--- config.mk ---
export PLATFORM = sky130hd
export DESIGN_NAME = grf_wb
export DESIGN_NICKNAME = d
export VERILOG_FILES = /design/src/rtl/grf_wb.sv
export SDC_FILE = /design/constraint.sdc
export NUM_CORES = 2
export LEC_CHECK = 0
export ABC_CLOCK_PERIOD_IN_PS = 73200
export BUFFER_PORTS_ARGS = -buffer_cell sky130_fd_sc_hd__clkbuf_2
export CORE_MARGIN = 8
export CORE_UTILIZATION = 50
export DETAILED_ROUTE_END_ITERATION = 8
export PLACE_DENSITY = 0.69
export SLEW_MARGIN = 20
export SYNTH_ARGS = -nofsm -noshare
export SYNTH_HDL_FRONTEND = slang
export SYNTH_SLANG_ARGS = --single-unit
--- constraint.sdc ---
create_clock -name clk -period 73.2 [get_ports clk]
set_clock_uncertainty 0.15 [all_clocks]
set_input_delay 7.32 -clock clk [delete_from_list [all_inputs] [get_ports clk]]
set_output_delay 7.32 -clock clk [all_outputs]
set_load 0.005 [all_outputs]
--- src/rtl/grf_wb.sv ---
// grf_wb: MIPS general register file, 32 x WIDTH.
// Two combinational read ports and one synchronous write port.
// Optional same-cycle write-to-read forwarding.
// A registered one-cycle trace record is emitted for every committed write.
module grf_wb #(
    parameter int WIDTH  = 32,
    parameter int NREG   = 32,
    parameter int BYPASS = 1
) (
    input  logic             clk,
    input  logic             reset,
    input  logic             RegWrite,
    input  logic [4:0]       RegAddr,
    input  logic [WIDTH-1:0] RegData,
    input  logic [31:0]      PC,
    input  logic [4:0]       A1,
    input  logic [4:0]       A2,
    output logic [WIDTH-1:0] RD1,
    output logic [WIDTH-1:0] RD2,
    output logic             trace_valid,
    output logic [31:0]      trace_pc,
    output logic [4:0]       trace_addr,
    output logic [WIDTH-1:0] trace_data
);

    // Storage. Index 0 is never written, so it stays at its reset value of 0.
    logic [WIDTH-1:0] r_regs [NREG];

    logic             r_trace_valid;
    logic [31:0]      r_trace_pc;
    logic [4:0]       r_trace_addr;
    logic [WIDTH-1:0] r_trace_data;

    // A write commits only outside reset and never to $0.
    // Gating with reset also stops a pending write from being forwarded
    // while reset is held.
    logic w_commit;
    assign w_commit = RegWrite && (RegAddr != 5'd0) && !reset;

    logic w_byp1;
    logic w_byp2;
    assign w_byp1 = (BYPASS != 0) && w_commit && (A1 == RegAddr);
    assign w_byp2 = (BYPASS != 0) && w_commit && (A2 == RegAddr);

    genvar gi;
    generate
        for (gi = 0; gi < NREG; gi++) begin : g_reg
            logic w_we;
            assign w_we = w_commit && (RegAddr == 5'(gi));

            // One register per generate instance, cleared asynchronously.
            always_ff @(posedge clk or posedge reset) begin
                if (reset) begin
                    r_regs[gi] <= '0;
                end else if (w_we) begin
                    r_regs[gi] <= RegData;
                end
            end
        end
    endgenerate

    // Read port 1: forwarded write data takes priority, and $0 always reads zero.
    always_comb begin
        RD1 = '0;
        if (A1 != 5'd0) begin
            RD1 = w_byp1 ? RegData : r_regs[A1];
        end
    end

    // Read port 2: the same rules as read port 1, applied to A2.
    always_comb begin
        RD2 = '0;
        if (A2 != 5'd0) begin
            RD2 = w_byp2 ? RegData : r_regs[A2];
        end
    end

    // Trace record: loads on each committed write.
    // Otherwise the valid bit drops and the fields hold their values.
    always_ff @(posedge clk or posedge reset) begin
        if (reset) begin
            r_trace_valid <= 1'b0;
            r_trace_pc    <= '0;
            r_trace_addr  <= '0;
            r_trace_data  <= '0;
        end else if (w_commit) begin
            r_trace_valid <= 1'b1;
            r_trace_pc    <= PC;
            r_trace_addr  <= RegAddr;
            r_trace_data  <= RegData;
        end else begin
            r_trace_valid <= 1'b0;
        end
    end

    assign trace_valid = r_trace_valid;
    assign trace_pc    = r_trace_pc;
    assign trace_addr  = r_trace_addr;
    assign trace_data  = r_trace_data;

endmodule

After elaboration in Yosys (flattened, before gate mapping)

Index checks and enable logic that the tools add are counted.

RAM bits: 0
Output and inout bits: 134
Logic and storage cells: 125
Register bits: 1094
Latch bits: 0
Bits of input ports: 82
ROM bits: 0
Memories kept: 0

Reduce and logical (&&, ||, !) cells: 41
$add $sub $neg: 0
Multiply operators: 0
Equal/unequal tests: 33
$lt $le $gt $ge: 2
Div/mod/pow operators: 0
Bitwise gates (word level): 2
Multiplexer cells: 11
Shift operators: 0

Operators by type and width:

| operator             | number |
|---|---|
| $bmux W32 S5         | 2 |
| $mux W32             | 8 |
| $eq A5 B5 Y1 const B | 16 |
| $eq A5 B4 Y1 const B | 8 |
| $logic_and A1 B1 Y1  | 36 |
| $eq A5 B3 Y1 const B | 4 |
| $reduce_bool A5 Y1   | 3 |
| $ge A6 B6 Y1 const B | 2 |
| $not A5 Y6           | 2 |
| $eq A5 B2 Y1 const B | 2 |
| $eq A5 B5 Y1         | 2 |
| $eq A5 B1 Y1 const B | 1 |
| $logic_not A5 Y1     | 1 |
| $logic_not A1 Y1     | 1 |
| $mux W1              | 1 |

Longest topological paths before layout

Depth in word-level cells: 6
Gate-level depth with buffers: 10
Gate-level depth less buffers: 5

Least setup slack after synthesis

No wires, ideal clock.

Path type: in2out
Start point: input A2[0]
End point: output RD2[11]
Slack: 56.933 ns
Buffers on the path: 2
Cell stages on the path: 7
Data arrival time: 8.797 ns
Required time: 65.730 ns
Path through: buf_6 > buf_2 > mux4_2 > mux2i_1 > nor2_1 > nor4_1 > a21oi_1

Word-level cells in the longest chain between the ends: 6
Elaborated cells on any way between the ends: 9
Those cells by class: 1 x eq/ne; 5 x mux; 1 x bitwise; 2 x reduce/logical

Ends and longest elaborated chain:

| element                                      | line | text |
|---|---|---|
| start: declaration                           | 17   | `input logic [4:0] A2,` |
| $not A5 Y6 (implied by the code)             | 74   | `RD2 = w_byp2 ? RegData : r_regs[A2];` |
| $bmux W32 S5                                 | 74   |  |
| $mux W32 (implied by the code) (2 in series) | 74   |  |
| $mux W32                                     | 74   |  |
| $mux W32 *                                   | 73   | `if (A2 != 5'd0) begin` |
| end: declaration                             | 19   | `output logic [WIDTH-1:0] RD2,` |

Every way passes the cells marked *; elsewhere a longest branch is shown, timed or not. The select of a mux whose other input is x is not followed.

Worst setup path after layout

Start point: input A2[1]
End point: output RD2[28]

The elaborated chain is that of the path after synthesis.

==> impl_metrics.ini <==
[layout]
num-nets-final = 4289
area_growth_from_synthesis_to_layout_pct = 9.65
final_cells = 5833
drive_above_1_share_pct = 53.1

[logic_synthesis]
synth_cells = 4266
yosys.cell_types.count = 58
synth_top_area_share_pct = 46.6
ys_seq_elements = 1094
synth_simple_gate_area_share_pct = 3.09
yosys-mux-area-fraction_pct = 40.7
synth_compound_gate_area_share_pct = 5.34
synthDominantAreaCellType = sky130_fd_sc_hd__dfrtp_1
synth_area_in_adders_pct = 0
yosys.area_share.xor_xnor_pct = 0.149
synth_top_family_by_area = multiplexers
synth_area_leaders = sky130_fd_sc_hd__dfrtp_1 (47%), sky130_fd_sc_hd__mux2_2 (28%), sky130_fd_sc_hd__mux4_2 (11%)
yosysSeqAreaShare_pct = 46.6
mappedNetlistNets = 4348
ys_warn_count = 0
syn_area_mm2 = 0.0587
mean_area_per_synthesized_cell_um2 = 13.8

[power_and_ir_drop]
power.density_cell_area_mw_per_mm2 = 25.6
post-layout-total-power_mw = 1.65
clock_power_share_pct = 38.1
power.share.sequential_pct = 45.0
power.combinational.fraction_pct = 16.8
power.ir.vdd_worst_uv = 18.9
power.net_switching_mw = 0.439
power.leakage_nw = 29.2
switching_share_pct = 26.6
p_int_mw = 1.21

[worst_setup_path]
crit_path_cell_trace = buf_8 > buf_4 > buf_12 > buf_4 > mux4_2 > mux2i_1 > nor2_1 > nor4_1 > a21oi_1 > clkbuf_2
setup.worst_path.end_class = primary output
cpMostUsedCell = sky130_fd_sc_hd__buf_4
worstPathBufferInverterCount = 5
worstPathMaxFanout = 149
crit_path_top_delay_cell = sky130_fd_sc_hd__buf_4
critical_path.top_delay_family = buffers and inverters
r2r.worst_path.cells = 1
timing_worst_setup_path_type = input port to primary output
critical_path.startpoint_type = input port
path_depth = 10
cpPeakStageDelay_ns = 0.95
arrival_ns = 12.10
worst-endpoint-required_ns = 65.73

[placed_design]
dp.final_hpwl_mm = 105
placement.setup.worst_slack_ns = 53.68
count_of_buffers_inserted_at_the_top_level_ports = 215
place_congestion = 0.813
placed_cells = 5612

[routing]
drtPass1Iterations = 6
route.antenna.remaining_nets = 0
routedWlPerCell_um = 33.1
post-route-drc-count = 0
detail_route.wirelength_mm = 193
via_per_inst = 6.87
via_count = 40100
drt-initial-drc-count = 4790

[floorplan]
starting_density_of_the_core_pct = 50.4
floorplan.die_area_mm2 = 0.129
top_level_ports = 216
die_width_um = 359
core-area_mm2 = 0.116
row_count = 125
floorplan.die.height_um = 359

[clock_tree]
insertion_delay_ns = 0.71
clock-sinks = 1094
cts_setup_buffers = 0
number_of_levels_in_the_clock_h_tree = 3
cts-resized-gates = 0
ctsLongestPathBuffers = 3
clkSlewWorstSetupHoldPaths_ns = 0.07
cts_hold_bufs = 0
cts_tree = yes
root_buffer = sky130_fd_sc_hd__clkbuf_16
numCtsBuffers = 117

[global_route]
grt_max_degree = 160
grt_pass1_wl_mm = 284
globalRoute.totalOverflow = 0
number_of_antenna_violations_at_the_first_check_in_global_routing = 6
first_global_vias = 40900
overall_track_demand_over_capacity_in_global_routing_pct = 29.8

[sta]
slew-limit-headroom_pct = 22.0
period_share_pct = 26.7
finalCriticalPeriod_ns = 19.57
rsz_0062_raised_after_global_routing = no
final_hold_viol_count = 0
fmax_mhz = 51.1
setup_tns_after_final_layout_ns = 0
timing.final.setup_violations = 0
slew_of_the_pin_with_the_lowest_slew_margin_ns = 1.17
finalMaxSlewViolations = 0
timing.final.ws_setup_ns = 53.63

[run]
drv_cap = 0

[status]
run_status = complete, no violations

[hold_path]
min_path_cells = 0
hp_class = register to register
[metal layers]
metal / GRT usage (%) / vias up / part of all wire, %
met5: 0.154 / - / 0.0067
met4: 13.8 / 2 / 4.9
met3: 7.10 / 549 / 9.7
met2: 45.0 / 2259 / 45
met1: 40.7 / 21200 / 40
li1: - / 16100 / -
[synthesized netlist by cell type (all sizes together)]
cell type  count
buf          245
and4           1
o32a          21
or3b           2
or4            2
or3           47
xor2           6
o311a          1
nand2b        29
a311oi         1
nor3         106
and2          12
nand3b         3
and3           1
dfrtp       1094
nor4          32
mux4         283
a21oi         77
clkinv         1
inv            5
nand3          4
a211oi        11
o21ai         96
o221ai        21
mux2i         80
nand4          2
nor2b          3
mux2        1483
nor2          70
o22ai        194
o311ai         1
a2111oi       13
o22a          12
nand2         19
clkbuf       235
xnor2          4
or2            2
nor4b          1
nor3b          2
a31oi         44
[final timing paths]
check	start	slack (ns)	to
max reg2reg	r_regs[929]	72.22	r_regs[929]
max in group asynchronous	reset	62.20	r_regs[242]
max	A2[1]	53.63	RD2[28]
min in group asynchronous	reset	6.66	trace_addr[0]
min reg2reg	r_regs[1006]	0.25	r_regs[1006]
min	r_regs[1006]	0.25	r_regs[1006]
[state kept, by name (all words and copies together) (netlist names)]
register,count
r_regs,1024
trace_addr,5
trace_data,32
trace_pc,32
trace_valid,1
[through the flow]
step	util (%)	cell area [um^2]	hold slack, ns
final	55.3	64300	0.249
after global routing	55.3	64300	0.262
after CTS	55.3	64300	0.248
after detailed placement	51.8	60300	0.235
after global placement	51.8	60200	0.230
after floorplan	-	58700	0.292
[kinds of logic (layout without fill, tap and decap cells)]
kind of cell | count (synthesis) | after routing
muxes | 1846 | 1846
DFF | 1094 | 1094
AOI/OAI and AO/OA | 492 | 492
buffers and inverters | 486 | 522
and+or+nand+nor | 338 | 338
xor gates and xnor gates | 10 | 10
other | 0 | 7
[power groups by stage]
stage | clock network [mW] | logic (mW) | registers [mW]
4_1_cts | 0.636 | 0.277 | 0.739
5_1_grt | 0.660 | 0.296 | 0.751
3_3_place_gp | 0 | 0.270 | 0.745
2_1_floorplan | 0 | 0.211 | 0.733
3_5_place_dp | 0 | 0.275 | 0.749
6_report | 0.628 | 0.277 | 0.742
[area by class of cell]
| class | instances | area, um^2 |
|---|---|---|
| sequential | 1094 | 27400 |
| fill | 9557 | 52000 |
| clock inverter | 42 | 510 |
| antenna | 7 | 17.5 |
| inverter | 6 | 32.5 |
| timing repair buffer | 302 | 1830 |
| multi-input combinational | 2686 | 29100 |
| clock buffer | 172 | 3540 |
| tap | 1524 | 1910 |
[cells in the final DEF, fill, tap and decap left out, drive strengths merged, types with 6 or more instances in the layout]
master,n
mux2,1483
dfrtp,1094
clkbuf,379
mux4,283
o22ai,194
nor3,106
o21ai,96
buf,95
mux2i,80
a21oi,77
nor2,70
or3,47
a31oi,44
nor4,32
nand2b,29
clkinv,23
o221ai,21
o32a,21
nand2,19
a2111oi,13
o22a,12
and2,12
a211oi,11
bufinv,11
diode,7
clkinvlp,7
inv,7
xor2,6
Power figures use the tool's default switching activity.
